### config.mk
export PLATFORM = sky130hd
export DESIGN_NAME = sha256_config_split
export DESIGN_NICKNAME = d
export VERILOG_FILES = /design/src/rtl/sha256_pkg.sv /design/src/rtl/sha256_out_slot.sv /design/src/rtl/sha256_config_split.sv
export SDC_FILE = /design/constraint.sdc
export NUM_CORES = 1
export LEC_CHECK = 0
export ABC_AREA = 1
export BUFFER_PORTS_ARGS = -buffer_cell sky130_fd_sc_hd__buf_4
export CAP_MARGIN = 20
export CORE_ASPECT_RATIO = 1.4
export CORE_MARGIN = 1
export CORE_UTILIZATION = 25
export CTS_CLUSTER_DIAMETER = 150
export DETAILED_ROUTE_END_ITERATION = 6
export GPL_ROUTABILITY_DRIVEN = 1
export PLACE_DENSITY = 0.56
export SETUP_SLACK_MARGIN = 0.4
export SLEW_MARGIN = 15
export SYNTH_ARGS = -nofsm -noshare
export SYNTH_HDL_FRONTEND = slang
export SYNTH_SLANG_ARGS = --single-unit
### constraint.sdc
create_clock -name clk -period 1.5 [get_ports clk]
set_input_delay 0.3 -clock clk [delete_from_list [all_inputs] [get_ports clk]]
set_output_delay 0.3 -clock clk [all_outputs]
set_load 0.03 [all_outputs]
### src/rtl/sha256_pkg.sv
// Shared types and constants for the SHA-256 config/ID stream stages.
package sha256_pkg;

  localparam int SIZE_W   = 64;
  localparam int SCHEME_W = 2;
  localparam int ID_W     = 6;
  localparam int CNT_W    = 32;

  // Fields carried on the config channel towards the message builder.
  typedef struct packed {
    logic [SIZE_W-1:0]   size;
    logic [SCHEME_W-1:0] scheme;
    logic                last;
  } sha256_cfg_t;

  // Split occupancy, encoded as {cfg_pend, id_pend}.
  typedef enum logic [1:0] {
    ST_EMPTY    = 2'b00,
    ST_ID_ONLY  = 2'b01,
    ST_CFG_ONLY = 2'b10,
    ST_BOTH     = 2'b11
  } split_state_e;

endpackage

### src/rtl/sha256_out_slot.sv
// Single-entry output register with a pending flag. A load captures the
// data and marks it pending; a valid/ready handshake clears the flag and
// leaves the data in place. A load wins over a handshake clear in the
// same cycle, which is what lets the split refill at full throughput.
module sha256_out_slot #(
  parameter int W = 8
) (
  input  logic         clk,
  input  logic         nrst,
  input  logic         en,
  input  logic         sync_rst,
  input  logic         load,
  input  logic [W-1:0] data_in,
  input  logic         ready,
  output logic [W-1:0] data_out,
  output logic         pend,
  output logic         valid
);

  // Valid is hidden while the block is disabled; the flag itself is kept.
  assign valid = pend & en;

  // Pending flag and data register: reset, load, or drain on handshake.
  // NOTE: sequential state uses non-blocking assignments so every register
  // samples its inputs from the same pre-edge values.
  always_ff @(posedge clk or negedge nrst) begin
    if (!nrst) begin
      data_out <= '0;
      pend     <= 1'b0;
    end else if (sync_rst) begin
      data_out <= '0;
      pend     <= 1'b0;
    end else if (en) begin
      if (load) begin
        data_out <= data_in;
        pend     <= 1'b1;
      end else if (valid && ready) begin
        pend     <= 1'b0;
      end
    end
  end

endmodule

### src/rtl/sha256_config_split.sv
// Forks a combined config+ID stream into a config stream (size, scheme,
// last) and an ID stream (id, last). An item is accepted only when both
// output slots are free or draining this cycle, so each consumer sees
// every item exactly once regardless of its drain rate.
// Optional build macro SHA256_CONFIG_SPLIT_CNT_EN adds a 32-bit
// split_count output counting items delivered on both channels.
module sha256_config_split #(
  parameter int SIZE_W   = sha256_pkg::SIZE_W,
  parameter int SCHEME_W = sha256_pkg::SCHEME_W,
  parameter int ID_W     = sha256_pkg::ID_W
) (
  input  logic                clk,
  input  logic                nrst,
  input  logic                en,
  input  logic                sync_rst,
  input  logic [SIZE_W-1:0]   cfg_in_size,
  input  logic [SCHEME_W-1:0] cfg_in_scheme,
  input  logic [ID_W-1:0]     cfg_in_id,
  input  logic                cfg_in_last,
  input  logic                cfg_in_valid,
  output logic                cfg_in_ready,
  output logic [SIZE_W-1:0]   cfg_out_size,
  output logic [SCHEME_W-1:0] cfg_out_scheme,
  output logic                cfg_out_last,
  output logic                cfg_out_valid,
  input  logic                cfg_out_ready,
  output logic [ID_W-1:0]     id_out,
  output logic                id_out_last,
  output logic                id_out_valid,
  input  logic                id_out_ready
`ifdef SHA256_CONFIG_SPLIT_CNT_EN
  ,
  output logic [sha256_pkg::CNT_W-1:0] split_count
`endif
);

  localparam int CFG_W = SIZE_W + SCHEME_W + 1;
  localparam int IDS_W = ID_W + 1;

  logic                    cfg_pend;
  logic                    id_pend;
  logic                    in_hs;
  logic                    slots_free;
  logic [CFG_W-1:0]        cfg_q;
  logic [IDS_W-1:0]        id_q;
  sha256_pkg::split_state_e state;

  assign state = sha256_pkg::split_state_e'({cfg_pend, id_pend});

  // Both slots can take a new item this cycle if each is empty or draining.
  // NOTE: give every always_comb output a default first so no path leaves
  // it unassigned and a latch is never inferred.
  always_comb begin
    slots_free = 1'b0;
    unique case (state)
      sha256_pkg::ST_EMPTY:    slots_free = 1'b1;
      sha256_pkg::ST_CFG_ONLY: slots_free = cfg_out_ready;
      sha256_pkg::ST_ID_ONLY:  slots_free = id_out_ready;
      sha256_pkg::ST_BOTH:     slots_free = cfg_out_ready & id_out_ready;
      default:                 slots_free = 1'b0;
    endcase
  end

  // Ready is withheld during either reset and while disabled.
  assign cfg_in_ready = nrst & en & ~sync_rst & slots_free;
  assign in_hs        = cfg_in_valid & cfg_in_ready;

  sha256_out_slot #(.W(CFG_W)) u_cfg_slot (
    .clk      (clk),
    .nrst     (nrst),
    .en       (en),
    .sync_rst (sync_rst),
    .load     (in_hs),
    .data_in  ({cfg_in_size, cfg_in_scheme, cfg_in_last}),
    .ready    (cfg_out_ready),
    .data_out (cfg_q),
    .pend     (cfg_pend),
    .valid    (cfg_out_valid)
  );

  sha256_out_slot #(.W(IDS_W)) u_id_slot (
    .clk      (clk),
    .nrst     (nrst),
    .en       (en),
    .sync_rst (sync_rst),
    .load     (in_hs),
    .data_in  ({cfg_in_id, cfg_in_last}),
    .ready    (id_out_ready),
    .data_out (id_q),
    .pend     (id_pend),
    .valid    (id_out_valid)
  );

  assign {cfg_out_size, cfg_out_scheme, cfg_out_last} = cfg_q;
  assign {id_out, id_out_last}                        = id_q;

`ifdef SHA256_CONFIG_SPLIT_CNT_EN
  logic cfg_hs;
  logic id_hs;
  logic item_done;

  // An item is complete when its last outstanding channel hands it off.
  assign cfg_hs    = cfg_out_valid & cfg_out_ready;
  assign id_hs     = id_out_valid & id_out_ready;
  assign item_done = (cfg_hs & (id_hs | ~id_pend)) | (id_hs & ~cfg_pend);

  // Delivered-item counter, wraps naturally at 32 bits.
  always_ff @(posedge clk or negedge nrst) begin
    if (!nrst) begin
      split_count <= '0;
    end else if (sync_rst) begin
      split_count <= '0;
    end else if (en && item_done) begin
      split_count <= split_count + 32'd1;
    end
  end
`endif

endmodule

==> results.cfg <==
[sta]
tns_ns = 0
worst_slack_ns = 0.0466
max_slew_margin_pct = 72.5
fin_crit_sh_pct = 96.9
finalSetupViolCount = 0
period_needed_ns = 1.45
final-max-slew-violation-count = 0
hold_viol = 0
fmax_mhz = 688
fin_worst_skew_ns = 0.00382
rsz0062_at_grt = true
holdWs_ns = 0.0270
worst_slew_pin_slew_ns = 0.413

[worst_hold_path]
hold_class = primary input to async pin

[global_route]
overflow = 0
grt_max_degree = 76
grt_pass1_vias = 3313
grt_pass1_wl_mm = 16.9
grt_util_all_layers_pct = 15.1
antenna_found_initial = 0

[power]
power_leakage_nw = 3.19
p_seq_share_pct = 38.2
p_per_area_nw_per_um2 = 902
p_switching_mw = 1.38
swShare_pct = 24.4
combPwrFrac_pct = 16.9
p_clk_share_pct = 44.9
cell_internal_pwr_mw = 4.25
peakVddDrop_mv = 0.589
power_mw = 5.63

[die]
num_io_pins = 157
dieWidth_um = 103
die-area_um2 = 14900
dieHeight_um = 144
rows = 51
coreArea_um2 = 14000
initial_core_util_pct = 25.7

[setup_path]
cp_top_family = flip-flops
timing.rr.end = u_cfg_slot.data_out[21]
cp.buffers_inverters = 1
arrival_ns = 1.15
reg2reg_setup_slack_ns = 0.08
crit_type = flop to primary output
crit_path_end_kind = primary output
cp_max_fo = 4
crit_required_ns = 1.20
slowest_delay_ns = 0.41
critical_path.cell_chain = nand2_1 -> nand2_2 -> nor2_4 -> buf_6
r2r_start = u_id_slot.pend
critPathLaunchType = flop
slowest_stage = dfrtp_1
rr_worst_depth = 7

[cts]
clockBufferDepth = 2
htreeDepth = 3
numCtsBuffers = 9
hold_buffers = 0
clkLatencyLatePin_ns = 0.33
clk_pin_slew_worst_paths_ns = 0.06
cts_sinks = 75
cts_root_buf = clkbuf_16
cts_tree = yes

[detailed_routing]
drt_iter0_drc = 87
viasPerCell = 4.47
wl_per_cell_um = 15.3
routed_wl_mm = 11.3
detail-route-antenna-nets = 0
dr.pass1.iters = 6
route.detailed.drc = 0
vias = 3302

[yosys]
ys_types = 22
syn_nets = 429
async_reset_ff_share_pct = 100
syn_avg_cell_area_um2 = 10.3
synth_area_leaders = dfrtp_1, nand3_2, nand3_1
synth-edff-count = 0
synth_top_area_share_pct = 52.2
ys_top_cells_by_count = nand3_1, nand2_1, dfrtp_1
netlist.top_cell.by_area = dfrtp_1
yosysMostFrequentCell = nand3_1
synth-seq-cells = 75
synthesis.area_um2 = 3600
ys_warn_count = 0
ys_seq_area_share_pct = 52.2
netlist_instances = 349
ys.flop_type = dfrtp_1

[layout]
final_cell_area_um2 = 6240
utilization_pct = 44.6
drive_gt1_share_pct = 59.0
final_cells = 738
area_growth_pct = 73.5
antenna_cells = 0
final_nets = 629

[place]
pre_cts_ws_ns = 0.119
place_area_um2 = 4990
place_congestion = 0.695
dp_cells = 667
portBuffers = 156
dpl.hpwl_mm = 6.84

[run]
maxCapViolCount = 0

[run_status]
status = finished, final reports clean
[cells by family (layout without fill, tap and decap cells)]
group                  after synthesis  count (layout)  share of synthesized area [%]
buffers and inverters               40             244                           9.12
flip-flops                          75              75                           52.2
AND/OR/NAND/NOR                    229             229                           37.8
AO/OA/AOI/OAI                        5               5                          0.870
[sequential cells by signal (all words and copies together) (netlist names)]
| register | cells |
|---|---|
| u_cfg_slot.pend | 1 |
| u_id_slot.pend | 1 |
| u_cfg_slot.data_out | 66 |
| u_id_slot.data_out | 7 |
[repair_timing]
item / in CTS / in global routing
pin swaps: 3 / 1
setup buffers: 24 / 26
setup endpoints to repair: 152 / 152
gates resized for setup: 81 / 9
gates cloned: 5 / 1
endpoints found under the hold margin: 0 / 0
[cell type report]
type	count	area (um2)
Fill cell	1317	7740
Timing Repair Buffer	222	2220
Sequential cell	75	1880
Multi-Input combinational cell	234	1530
Clock buffer	11	253
Tap cell	185	231
Clock inverter	4	97.6
Inverter	7	26.3
[per-layer routing]
layer	up-vias	GRT usage [%]	share of wire, %
met2	105	26.9	54
met5	-	0	0
met3	6	4.18	5.2
met4	0	4.67	0.97
li1	1577	-	-
met1	1614	17.2	40
[how the worst max path moves through the flow]
stage               cells after the start  slack [ns]       startpoint                 endpoint
floorplan                               4        0.37   u_id_slot.pend             cfg_in_ready
global placement                        8        0.15             nrst  u_cfg_slot.data_out[46]
detailed placement                      8        0.12             nrst  u_cfg_slot.data_out[41]
CTS                                     4        0.05  u_cfg_slot.pend             cfg_in_ready
global route                            4       -0.02  u_cfg_slot.pend             cfg_in_ready
finish                                  4        0.05  u_cfg_slot.pend             cfg_in_ready
[placed cells by master (no fill, tap or decap)]
cell / synthesis / layout
a21oi_4: 0 / 2
buf_12: 7 / 11
buf_16: 0 / 4
buf_4: 1 / 126
buf_6: 6 / 79
bufbuf_16: 0 / 1
bufinv_16: 0 / 3
clkbuf_16: 0 / 10
clkbuf_8: 0 / 2
clkinv_1: 1 / 1
clkinvlp_4: 0 / 1
dfrtp_1: 75 / 75
inv_1: 5 / 5
inv_2: 1 / 1
nand2_1: 79 / 78
nand2_2: 1 / 2
nand3_1: 85 / 64
nand3_2: 61 / 81
nand3_4: 0 / 1
nand4_1: 1 / 1
nor2_1: 1 / 1
nor2_4: 1 / 1
o21ai_0: 1 / 1
o21ai_2: 0 / 1
o31ai_1: 1 / 1
[worst register-to-register path, stage by stage, from the launching register on]
cell	delay, ns
dfrtp_1	0.41
buf_4	0.15
a21oi_4	0.14
nand3_4	0.16
buf_12	0.18
clkbuf_16	0.15
nand3_1	0.07
nand2_1	0.06
[power groups by stage]
stage | logic [mW] | registers [mW] | clock network, mW
floorplan | 0.264 | 2.31 | 0
finish | 0.950 | 2.15 | 2.53
detailed placement | 0.788 | 2.18 | 0
global placement | 0.777 | 2.18 | 0
CTS | 0.918 | 2.15 | 2.59
global route | 1.01 | 2.16 | 2.67
Power figures use the tool's default switching activity.
